[config.mk]
export PLATFORM = sky130hd
export DESIGN_NAME = mem_bus_arbiter
export DESIGN_NICKNAME = d
export VERILOG_FILES = /design/src/rtl/mem_bus_arbiter.sv
export SDC_FILE = /design/constraint.sdc
export NUM_CORES = 1
export LEC_CHECK = 0
export CORE_MARGIN = 1
export CORE_UTILIZATION = 27
export DETAILED_ROUTE_END_ITERATION = 7
export PLACE_DENSITY = 0.64
export SLEW_MARGIN = 20
export SYNTH_ARGS = -nofsm -noshare
export SYNTH_HDL_FRONTEND = slang
export SYNTH_SLANG_ARGS = --single-unit
[constraint.sdc]
create_clock -name clk -period 7.4 [get_ports clk]
set_clock_uncertainty 0.2 [all_clocks]
set_input_delay 1.48 -clock clk [delete_from_list [all_inputs] [get_ports clk]]
set_output_delay 1.48 -clock clk [all_outputs]
set_load 0.05 [all_outputs]
[src/rtl/mem_bus_arbiter.sv]
// rtl/mem_bus_arbiter.sv - IF/MEM arbiter onto one Wishbone-style bus with byte-lane steering
//
// Shares a single external bus between the instruction-fetch port and the
// data-memory port. MEM has priority over IF. Each served result is held,
// with its done flag set, until the pipeline advances.
//
// Optional build macro: BUS_TIMEOUT_EN adds a bus timeout counter
// (TIMEOUT_CYCLES) and the bus_timeout output pulse.
//
// Ports:
//   clk, rst            clock, asynchronous active-high reset
//   advance             pipeline advance; clears both done flags
//   inst_ren/inst_addr  IF read request and word address
//   inst_data           fetched instruction (valid while IF done)
//   inst_stall          IF request pending and not yet served
//   mem_ren/mem_wen     MEM read / write request (both high = write)
//   mem_type/mem_ext    access size (0 byte, 1 half, 2/3 word) and sign extend
//   mem_addr/mem_dout   MEM byte address and right-aligned store data
//   mem_din             extended load result (valid while MEM done)
//   mem_stall           MEM request pending and not yet served
//   mem_unalign         one-cycle pulse for a rejected misaligned access
//   bus_*               Wishbone-style master interface
//   bus_timeout         one-cycle timeout pulse (BUS_TIMEOUT_EN only)
module mem_bus_arbiter #(
    parameter int TIMEOUT_CYCLES = 255
) (
    input  logic        clk,
    input  logic        rst,
    input  logic        advance,
    input  logic        inst_ren,
    input  logic [31:0] inst_addr,
    output logic [31:0] inst_data,
    output logic        inst_stall,
    input  logic        mem_ren,
    input  logic        mem_wen,
    input  logic [1:0]  mem_type,
    input  logic        mem_ext,
    input  logic [31:0] mem_addr,
    input  logic [31:0] mem_dout,
    output logic [31:0] mem_din,
    output logic        mem_stall,
    output logic        mem_unalign,
    output logic        bus_cyc,
    output logic        bus_stb,
    output logic        bus_we,
    output logic [31:0] bus_addr,
    output logic [3:0]  bus_sel,
    output logic [31:0] bus_dout,
    input  logic [31:0] bus_din,
    input  logic        bus_ack
`ifdef BUS_TIMEOUT_EN
    ,
    output logic        bus_timeout
`endif
);
    typedef enum logic [1:0] {S_IDLE = 2'd0, S_DATA = 2'd1, S_INST = 2'd2} state_t;

    state_t      state_q, state_d;
    logic        done_i_q, done_i_d, done_m_q, done_m_d;
    logic        pend_i_q, pend_i_d, pend_m_q, pend_m_d;
    logic [31:0] inst_data_q, inst_data_d, mem_din_q, mem_din_d;
    logic        unalign_q, unalign_d;
    logic        cyc_q, cyc_d, we_q, we_d;
    logic [31:0] addr_q, addr_d, dout_q, dout_d;
    logic [3:0]  sel_q, sel_d;
    logic [1:0]  ld_type_q, ld_type_d, ld_off_q, ld_off_d;
    logic        ld_ext_q, ld_ext_d;

    logic        mem_req, mem_is_word, mem_is_half, misalign;
    logic        inst_pending, mem_pending;
    logic [3:0]  st_sel;
    logic [31:0] st_data;
    logic [7:0]  ld_byte;
    logic [15:0] ld_half;
    logic [31:0] ld_val;
    logic        bus_done, tmo_fire;

    // inst_addr is word aligned, so its low bits are ignored
    logic unused_bits;
    assign unused_bits = ^{inst_addr[1:0], TIMEOUT_CYCLES[0]};

    assign mem_req     = mem_ren | mem_wen;
    assign mem_is_word = mem_type[1];
    assign mem_is_half = (mem_type == 2'd1);
    assign misalign    = (mem_is_half & mem_addr[0]) |
                         (mem_is_word & (mem_addr[1:0] != 2'b00));

    assign inst_stall  = inst_ren & ~done_i_q;
    assign mem_stall   = mem_req & ~done_m_q;
    // A port whose ack coincided with advance is resolved in IDLE, never re-fetched there
    assign inst_pending = inst_stall & ~pend_i_q;
    assign mem_pending  = mem_stall & ~pend_m_q;

    // Store steering: replicate the right-aligned datum across all lanes
    always_comb begin
        st_sel  = 4'hF;
        st_data = mem_dout;
        if (mem_is_half) begin
            st_sel  = mem_addr[1] ? 4'b1100 : 4'b0011;
            st_data = {2{mem_dout[15:0]}};
        end else if (!mem_is_word) begin
            st_sel  = 4'b0001 << mem_addr[1:0];
            st_data = {4{mem_dout[7:0]}};
        end
    end

    // Load extraction uses the size/offset captured when the cycle started
    always_comb begin
        case (ld_off_q)
            2'd0:    ld_byte = bus_din[7:0];
            2'd1:    ld_byte = bus_din[15:8];
            2'd2:    ld_byte = bus_din[23:16];
            default: ld_byte = bus_din[31:24];
        endcase
        ld_half = ld_off_q[1] ? bus_din[31:16] : bus_din[15:0];
        if (ld_type_q[1]) begin
            ld_val = bus_din;
        end else if (ld_type_q == 2'd1) begin
            ld_val = {{16{ld_ext_q & ld_half[15]}}, ld_half};
        end else begin
            ld_val = {{24{ld_ext_q & ld_byte[7]}}, ld_byte};
        end
    end

`ifdef BUS_TIMEOUT_EN
    localparam int TMO_W = $clog2(TIMEOUT_CYCLES + 1);
    logic [TMO_W-1:0] tmo_cnt_q, tmo_cnt_d;
    logic             tmo_pulse_q;

    assign tmo_fire = cyc_q & ~bus_ack & (tmo_cnt_q == TMO_W'(TIMEOUT_CYCLES - 1));

    always_comb begin
        tmo_cnt_d = '0;
        if (cyc_q & ~bus_ack & ~tmo_fire) begin
            tmo_cnt_d = tmo_cnt_q + 1'b1;
        end
    end

    always_ff @(posedge clk or posedge rst) begin
        if (rst) begin
            tmo_cnt_q   <= '0;
            tmo_pulse_q <= 1'b0;
        end else begin
            tmo_cnt_q   <= tmo_cnt_d;
            tmo_pulse_q <= tmo_fire;
        end
    end

    assign bus_timeout = tmo_pulse_q;
`else
    assign tmo_fire = 1'b0;
`endif

    assign bus_done = cyc_q & (bus_ack | tmo_fire);

    always_comb begin
        state_d     = state_q;
        done_i_d    = done_i_q;
        done_m_d    = done_m_q;
        pend_i_d    = 1'b0;
        pend_m_d    = 1'b0;
        inst_data_d = inst_data_q;
        mem_din_d   = mem_din_q;
        unalign_d   = 1'b0;
        cyc_d       = cyc_q;
        we_d        = we_q;
        addr_d      = addr_q;
        sel_d       = sel_q;
        dout_d      = dout_q;
        ld_type_d   = ld_type_q;
        ld_ext_d    = ld_ext_q;
        ld_off_d    = ld_off_q;

        if (advance) begin
            done_i_d = 1'b0;
            done_m_d = 1'b0;
        end
        // Result captured at an advance edge counts only if the request is still up now
        if (pend_i_q & inst_ren & ~advance) done_i_d = 1'b1;
        if (pend_m_q & mem_req & ~advance)  done_m_d = 1'b1;

        case (state_q)
            S_IDLE: begin
                if (mem_pending & misalign) begin
                    done_m_d  = 1'b1;
                    unalign_d = 1'b1;
                    mem_din_d = '0;
                end else if (mem_pending) begin
                    state_d   = S_DATA;
                    cyc_d     = 1'b1;
                    we_d      = mem_wen;
                    addr_d    = {mem_addr[31:2], 2'b00};
                    sel_d     = st_sel;
                    dout_d    = st_data;
                    ld_type_d = mem_type;
                    ld_ext_d  = mem_ext;
                    ld_off_d  = mem_addr[1:0];
                end else if (inst_pending) begin
                    state_d = S_INST;
                    cyc_d   = 1'b1;
                    we_d    = 1'b0;
                    addr_d  = {inst_addr[31:2], 2'b00};
                    sel_d   = 4'hF;
                    dout_d  = '0;
                end
            end
            S_DATA: begin
                if (bus_done) begin
                    state_d = S_IDLE;
                    cyc_d   = 1'b0;
                    we_d    = 1'b0;
                    addr_d  = '0;
                    sel_d   = '0;
                    dout_d  = '0;
                    // A dropped request (flush) discards the result
                    if (advance | mem_req) begin
                        if (!we_q) mem_din_d = tmo_fire ? 32'hFFFF_FFFF : ld_val;
                        if (advance) pend_m_d = 1'b1;
                        else         done_m_d = 1'b1;
                    end
                end
            end
            S_INST: begin
                if (bus_done) begin
                    state_d = S_IDLE;
                    cyc_d   = 1'b0;
                    we_d    = 1'b0;
                    addr_d  = '0;
                    sel_d   = '0;
                    dout_d  = '0;
                    if (advance | inst_ren) begin
                        inst_data_d = tmo_fire ? 32'hFFFF_FFFF : bus_din;
                        if (advance) pend_i_d = 1'b1;
                        else         done_i_d = 1'b1;
                    end
                end
            end
            default: state_d = S_IDLE;
        endcase
    end

    always_ff @(posedge clk or posedge rst) begin
        if (rst) begin
            state_q     <= S_IDLE;
            done_i_q    <= 1'b0;
            done_m_q    <= 1'b0;
            pend_i_q    <= 1'b0;
            pend_m_q    <= 1'b0;
            inst_data_q <= '0;
            mem_din_q   <= '0;
            unalign_q   <= 1'b0;
            cyc_q       <= 1'b0;
            we_q        <= 1'b0;
            addr_q      <= '0;
            sel_q       <= '0;
            dout_q      <= '0;
            ld_type_q   <= '0;
            ld_ext_q    <= 1'b0;
            ld_off_q    <= '0;
        end else begin
            state_q     <= state_d;
            done_i_q    <= done_i_d;
            done_m_q    <= done_m_d;
            pend_i_q    <= pend_i_d;
            pend_m_q    <= pend_m_d;
            inst_data_q <= inst_data_d;
            mem_din_q   <= mem_din_d;
            unalign_q   <= unalign_d;
            cyc_q       <= cyc_d;
            we_q        <= we_d;
            addr_q      <= addr_d;
            sel_q       <= sel_d;
            dout_q      <= dout_d;
            ld_type_q   <= ld_type_d;
            ld_ext_q    <= ld_ext_d;
            ld_off_q    <= ld_off_d;
        end
    end

    assign inst_data   = inst_data_q;
    assign mem_din     = mem_din_q;
    assign mem_unalign = unalign_q;
    assign bus_cyc     = cyc_q;
    assign bus_stb     = cyc_q;
    assign bus_we      = we_q;
    assign bus_addr    = addr_q;
    assign bus_sel     = sel_q;
    assign bus_dout    = dout_q;
endmodule
==> out/qor.yml, run 1 <==
cts.htree.levels: 4
max_freq_mhz: 191
arrival_ps: 3550
grt_max_degree: 99
ys_seq_area_share_pct: 49.8
hold_viol: 0
die_w_um: 166
clkLatencyLatePin_ps: 410
drv_slew: 0
cap_violations: 0
core_area_um2: 26200
finalCritPeriodShare_pct: 70.6
wl_per_cell_um: 18.5
avgViaCountPerCell: 4.98
r2r_cells: 5
hold_start: "bus_addr[16]$_DFFE_PP0P_"
cts_sinks: 144
grt_first_pass_wirelength_um: 36400
numCtsBuffers: 17
avgSynthCellArea_um2: 10.9
ctsResizeCount: 0
antenna_found_initial: 0
max_slew_margin_pct: 25.1
io-pin-count: 276
leakage_nw: 4.45
ctsHoldBuffers: 0
total_power_mw: 5.25
drive_gt1_share_pct: 11.0
synth-edff-count: 0
p_int_mw: 2.69
initial_core_util_pct: 27.6
failed_checks: "DRC"
holdPathStages: 1
power.share.sequential_pct: 25.2
setup_viol: 0
fp.dieH_um: 166
place_hpwl_um: 15900
cp-start-kind: "primary input"
post-route-cell-area_um2: 10800
syn_area_um2: 7240
reg2reg_slack_ps: 3910
clock_path_buffers: 2
tightest_slew_ps: 1120
critPathKind: "in2out"
fin_tns_setup_ps: 0
grt-ovfl-total: 0
synthArstFlopShare_pct: 100
clock_power_share_pct: 16.6
synth_ff_type: "dfrtp_1"
cp.required_ps: 5720
clk_pin_slew_ps: 60
reg2reg_to: "bus_dout[14]$_DFFE_PP0P_"
p_sw_mw: 2.56
mostFrequentLayoutCells: "271 x clkdlybuf4s50_1, 142 x dfrtp_1, 67 x o21ai_0"
hold_path.class: "reg2reg"
fp-row-count: 59
crit_fanout: 33
placedInstanceArea_um2: 10200
cp-end-kind: "primary output"
rr_startpoint: "pend_m_q$_DFF_PP0_"
fin_nets: 1047
cts_tree: "built"
io_buffers: 271
status: "complete, but fails checks"
pwr_density_cell_nw_per_um2: 487
fin_hold_ws_ps: 284
synth_cell_types: 52
rsz0062_at_grt: "false"
ys_ff_latch: 144
track_usage_pct: 16.9
area_growth_pct: 48.9
holdPathEnd: "bus_addr[16]$_DFFE_PP0P_"
pwr-share-comb_pct: 58.2
die_area_um2: 27500
drt_wl_total_um: 23200
dr.first_iter.drc_count: 364
drc: 32
vias: 6250
cts_setup_buffers: 0
layout_commonest_cell: "clkdlybuf4s50_1"
grt_pass1_vias: 6066
clock-root-buffer: "clkbuf_16"
ir_drop_mv: 0.288
place_congestion: 0.754
yosysWarnings: 0
final.min_clock_period_ps: 5230
drtAntennaViolNets: 0
switching_share_pct: 48.7
syn-instance-count: 667
firstDrtPassIters: 7
[cells in the mapped netlist (2+ instances only)]
library cell | number | area share [%]
a32o_1 | 16 | 2.2
o2bb2ai_1 | 12 | 1.5
o211ai_1 | 7 | 0.73
a21oi_1 | 61 | 4.2
o22ai_1 | 7 | 0.60
buf_4 | 5 | 0.52
o21ai_0 | 67 | 4.6
mux2_2 | 38 | 5.9
inv_1 | 16 | 0.83
buf_6 | 6 | 0.93
and3b_1 | 3 | 0.36
a22o_1 | 21 | 2.5
a211o_1 | 3 | 0.36
nand3b_1 | 5 | 0.52
o21bai_1 | 2 | 0.21
inv_2 | 2 | 0.10
buf_2 | 11 | 0.76
o31ai_2 | 8 | 1.4
mux2_1 | 35 | 5.4
nand2b_1 | 18 | 1.6
mux2i_1 | 24 | 3.3
and3_1 | 2 | 0.17
nor2b_1 | 9 | 0.78
clkbuf_1 | 36 | 1.9
nor3_1 | 3 | 0.21
mux4_2 | 2 | 0.62
or3_1 | 9 | 0.78
nor2_1 | 8 | 0.41
buf_1 | 2 | 0.10
nand2_1 | 30 | 1.6
nand3_1 | 33 | 2.3
dfrtp_1 | 144 | 50
ha_1 | 3 | 0.52
[how the worst max path moves through the flow]
| stage | end | cells after the start | start |
|---|---|---|---|
| floorplan | bus_addr[10]$_DFFE_PP0P_ | 1 | rst |
| global placement | mem_stall | 4 | mem_wen |
| detailed placement | mem_stall | 4 | mem_wen |
| CTS | mem_stall | 4 | mem_wen |
| global route | mem_stall | 4 | mem_wen |
| finish | mem_stall | 4 | mem_wen |
[cells by family (layout without fill, tap and decap cells)]
logic type      count (synthesis)  in the layout  synth area share, %
buf+inv                        78            329                 5.12
flops                         144            144                 49.8
other cells                     1              3               0.0518
compound gates                216            216                 19.8
mux                            99             99                 15.3
simple gates                  126            126                 9.42
fa+ha+maj                       3              3                0.519
[worst max-delay path: stages]
cell             delay, ps
clkdlybuf4s50_1        540
o21bai_2               110
inv_2                  470
clkdlybuf4s50_1        930
[stage by stage]
| stage | instances | setup slack, ps | utilization (%) |
|---|---|---|---|
| detailed placement | 1222 | 2180 | 38.9 |
| CTS | 1254 | 2170 | 41.1 |
| global placement | 1221 | 2190 | 38.8 |
| floorplan | 668 | 1850 | - |
| finish | 1255 | 2170 | 41.1 |
| global route | 1254 | 2100 | 41.1 |
[routing by layer]
metal  vias to the layer above  track usage, %  routed length [µm]
li1                       2930               -                   -
met1                      3089            22.6               10300
met2                       217            27.0               11000
met3                        14            4.93                1670
met4                         0            3.90                 208
met5                         -               0                   0
[registers in the layout (all words and copies together) (netlist names)]
register / cells
ld_type_q: 2
done_m_q: 1
pend_m_q: 1
state_q: 2
ld_ext_q: 1
bus_we: 1
bus_sel: 4
bus_cyc: 1
mem_unalign: 1
mem_din: 32
pend_i_q: 1
ld_off_q: 2
inst_data: 32
bus_dout: 32
done_i_q: 1
bus_addr: 30
[power by group through the flow]
stage	Sequential [mW]	Clock, mW	Combinational [mW]
after floorplan	2.22	0	1.26
after global placement	1.33	0	3.06
after detailed placement	1.33	0	3.08
after CTS	1.32	0.901	3.09
after global routing	1.38	0.928	3.25
final	1.32	0.871	3.06
[layout make-up]
class | count | area, µm²
inverters | 18 | 72.6
multi-input cells | 446 | 3300
diodes | 1 | 2.50
clock inverters | 12 | 123
well taps | 335 | 419
clock buffers | 20 | 467
repair buffers | 279 | 2790
fillers | 2545 | 15400
flip-flops and latches | 144 | 3610
Power figures use the tool's default switching activity.
==> inputs of run 2 (changes only) <==
==> constraint.sdc (replaced) <==
create_clock -name clk -period 5.2 [get_ports clk]
set_clock_uncertainty 0.2 [all_clocks]
set_input_delay 1.04 -clock clk [delete_from_list [all_inputs] [get_ports clk]]
set_output_delay 1.04 -clock clk [all_outputs]
set_load 0.05 [all_outputs]
==> run 2 against run 1 <==
Net effect:
- the flow still finishes with violations (DRC)
- die area did not move
- flip-flop and latch count did not move
- critical path depth did not move
- global-route usage rose by 0.26 points
- register-to-register slack got worse by 1600 ps
- core utilization rose by 0.29 points
- sequential power rose by 42%
- first-iteration DRC count rose by 1.6%
- combinational power rose by 45%
==> out/qor.yml, run 2 (synthesis gave the netlist of run 1 again) <==
status: "complete, but fails checks"
failed_checks: "DRC"
finalCritPeriodShare_pct: 73.6
dr_wl_met2_um: 11000
grt_max_degree: 96
numCtsBuffers: 17
arrival_ps: 2590
placedInstanceArea_um2: 10200
io_buffers: 271
avgViaCountPerCell: 4.97
cts_setup_buffers: 0
track_usage_pct: 17.2
path_cells: "clkdlybuf4s50_1, o21bai_2, inv_2, clkdlybuf4s50_1"
drtAntennaViolNets: 0
wl_per_cell_um: 18.8
cap_violations: 0
power.share.sequential_pct: 24.6
grt_first_pass_wirelength_um: 36800
die_w_um: 166
p_int_mw: 3.91
layout_commonest_cell: "clkdlybuf4s50_1"
cp-start-kind: "primary input"
setup_viol: 0
total_power_mw: 7.61
holdPathEnd: "bus_addr[24]$_DFFE_PP0P_"
hold_path.class: "reg2reg"
ctsHoldBuffers: 0
holdPathStages: 1
pwr_density_cell_nw_per_um2: 701
fin_hold_ws_ps: 283
fp-row-count: 59
drt_wl_total_um: 23600
cts_tree: "built"
cts.htree.levels: 4
reg2reg_to: "bus_addr[16]$_DFFE_PP0P_"
firstDrtPassIters: 6
io-pin-count: 276
hold_viol: 0
final.min_clock_period_ps: 3830
drive_gt1_share_pct: 11.2
grt-ovfl-total: 0
leakage_nw: 4.49
critPathKind: "in2out"
fin_nets: 1050
drc: 16
wl_met1_um: 10600
switching_share_pct: 48.6
clock-root-buffer: "clkbuf_16"
ctsResizeCount: 0
p_sw_mw: 3.70
ir_drop_mv: 0.393
cp-end-kind: "primary output"
clock_path_buffers: 2
rsz0062_at_grt: "false"
r2r_cells: 5
initial_core_util_pct: 27.6
cp.required_ps: 3960
rr_startpoint: "pend_m_q$_DFF_PP0_"
cts_sinks: 144
hold_start: "bus_addr[24]$_DFFE_PP0P_"
dr.first_iter.drc_count: 370
die_area_um2: 27500
area_growth_pct: 50.0
fp.dieH_um: 166
place_congestion: 0.754
cp_common_cell: "clkdlybuf4s50_1"
clk_pin_slew_ps: 60
max_slew_margin_pct: 40.0
mostFrequentLayoutCells: "271 x clkdlybuf4s50_1, 143 x dfrtp_1, 67 x o21ai_0"
clock_power_share_pct: 16.9
tightest_slew_ps: 901
vias: 6252
route.met3.wl_um: 1650
reg2reg_slack_ps: 2290
max_freq_mhz: 261
clkLatencyLatePin_ps: 420
core_area_um2: 26200
fin_tns_setup_ps: 0
grt_pass1_vias: 6193
crit_fanout: 4
n_fill_cell: 2528
drv_slew: 0
antenna_found_initial: 1
top_layer: "met4"
post-route-cell-area_um2: 10900
place_hpwl_um: 16200
pwr-share-comb_pct: 58.5
slowest_stage: "clkdlybuf4s50_1"
crit_path_max_incr_delay_ps: 820
==> run 2: cell types whose count changed in the layout (fill, tap and decap cells not counted) <==
cell | previous run | this run
dfrtp_2 | 2 | 1
bufinv_16 | 1 | 2
clkbuf_1 | 0 | 1
clkbuf_8 | 3 | 0
inv_2 | 2 | 3
inv_1 | 15 | 14
buf_16 | 1 | 2
clkinv_2 | 1 | 0
inv_8 | 1 | 3
buf_12 | 0 | 2
dfrtp_1 | 142 | 143
==> run 2: how the worst max path moves through the flow <==
stage                     startpoint                        to  cells after the start
after floorplan                  rst  bus_addr[10]$_DFFE_PP0P_                      1
after global placement      inst_ren                inst_stall                      3
after detailed placement     mem_wen                 mem_stall                      4
after CTS                    mem_wen                 mem_stall                      4
after global routing         mem_wen                 mem_stall                      4
final                        mem_wen                 mem_stall                      4
==> run 2: cell type report <==
class | instances | area (µm²) | share of cell area [%]
sequential | 144 | 3600 | 33.2
multi-input combinational | 446 | 3300 | 30.4
timing repair buffer | 282 | 2860 | 26.3
clock buffer | 18 | 429 | 3.95
tap | 335 | 419 | 3.86
clock inverter | 14 | 170 | 1.57
inverter | 18 | 72.6 | 0.668
antenna | 1 | 2.50 | 0.0230
==> run 2: per-stage QoR <==
step | setup WS [ps] | util, % | cells
global placement | 1370 | 38.9 | 1223
finish | 1370 | 41.4 | 1258
global route | 1330 | 41.4 | 1258
floorplan | 93.7 | - | 668
CTS | 1370 | 41.3 | 1256
detailed placement | 1370 | 39.0 | 1224
==> run 2: power by group through the flow <==
| stage | registers [mW] | logic (mW) | clock network [mW] |
|---|---|---|---|
| 2_1_floorplan | 3.16 | 1.79 | 0 |
| 3_3_place_gp | 1.89 | 4.39 | 0 |
| 3_5_place_dp | 1.88 | 4.48 | 0 |
| 4_1_cts | 1.87 | 4.49 | 1.32 |
| 5_1_grt | 1.94 | 4.71 | 1.36 |
| 6_report | 1.87 | 4.45 | 1.29 |
==> run 2: worst max-delay path, delay by kind of cell <==
family / cells / cell delay (ps)
buffers and inverters: 3 / 1430
AOI/OAI and AO/OA: 1 / 110
==> run 2: layer usage <==
metal,global-route usage [%],vias to the layer above
li1,-,2935
met1,22.8,3103
met2,26.9,197
met3,5.34,17
met4,4.84,0
met5,0,-
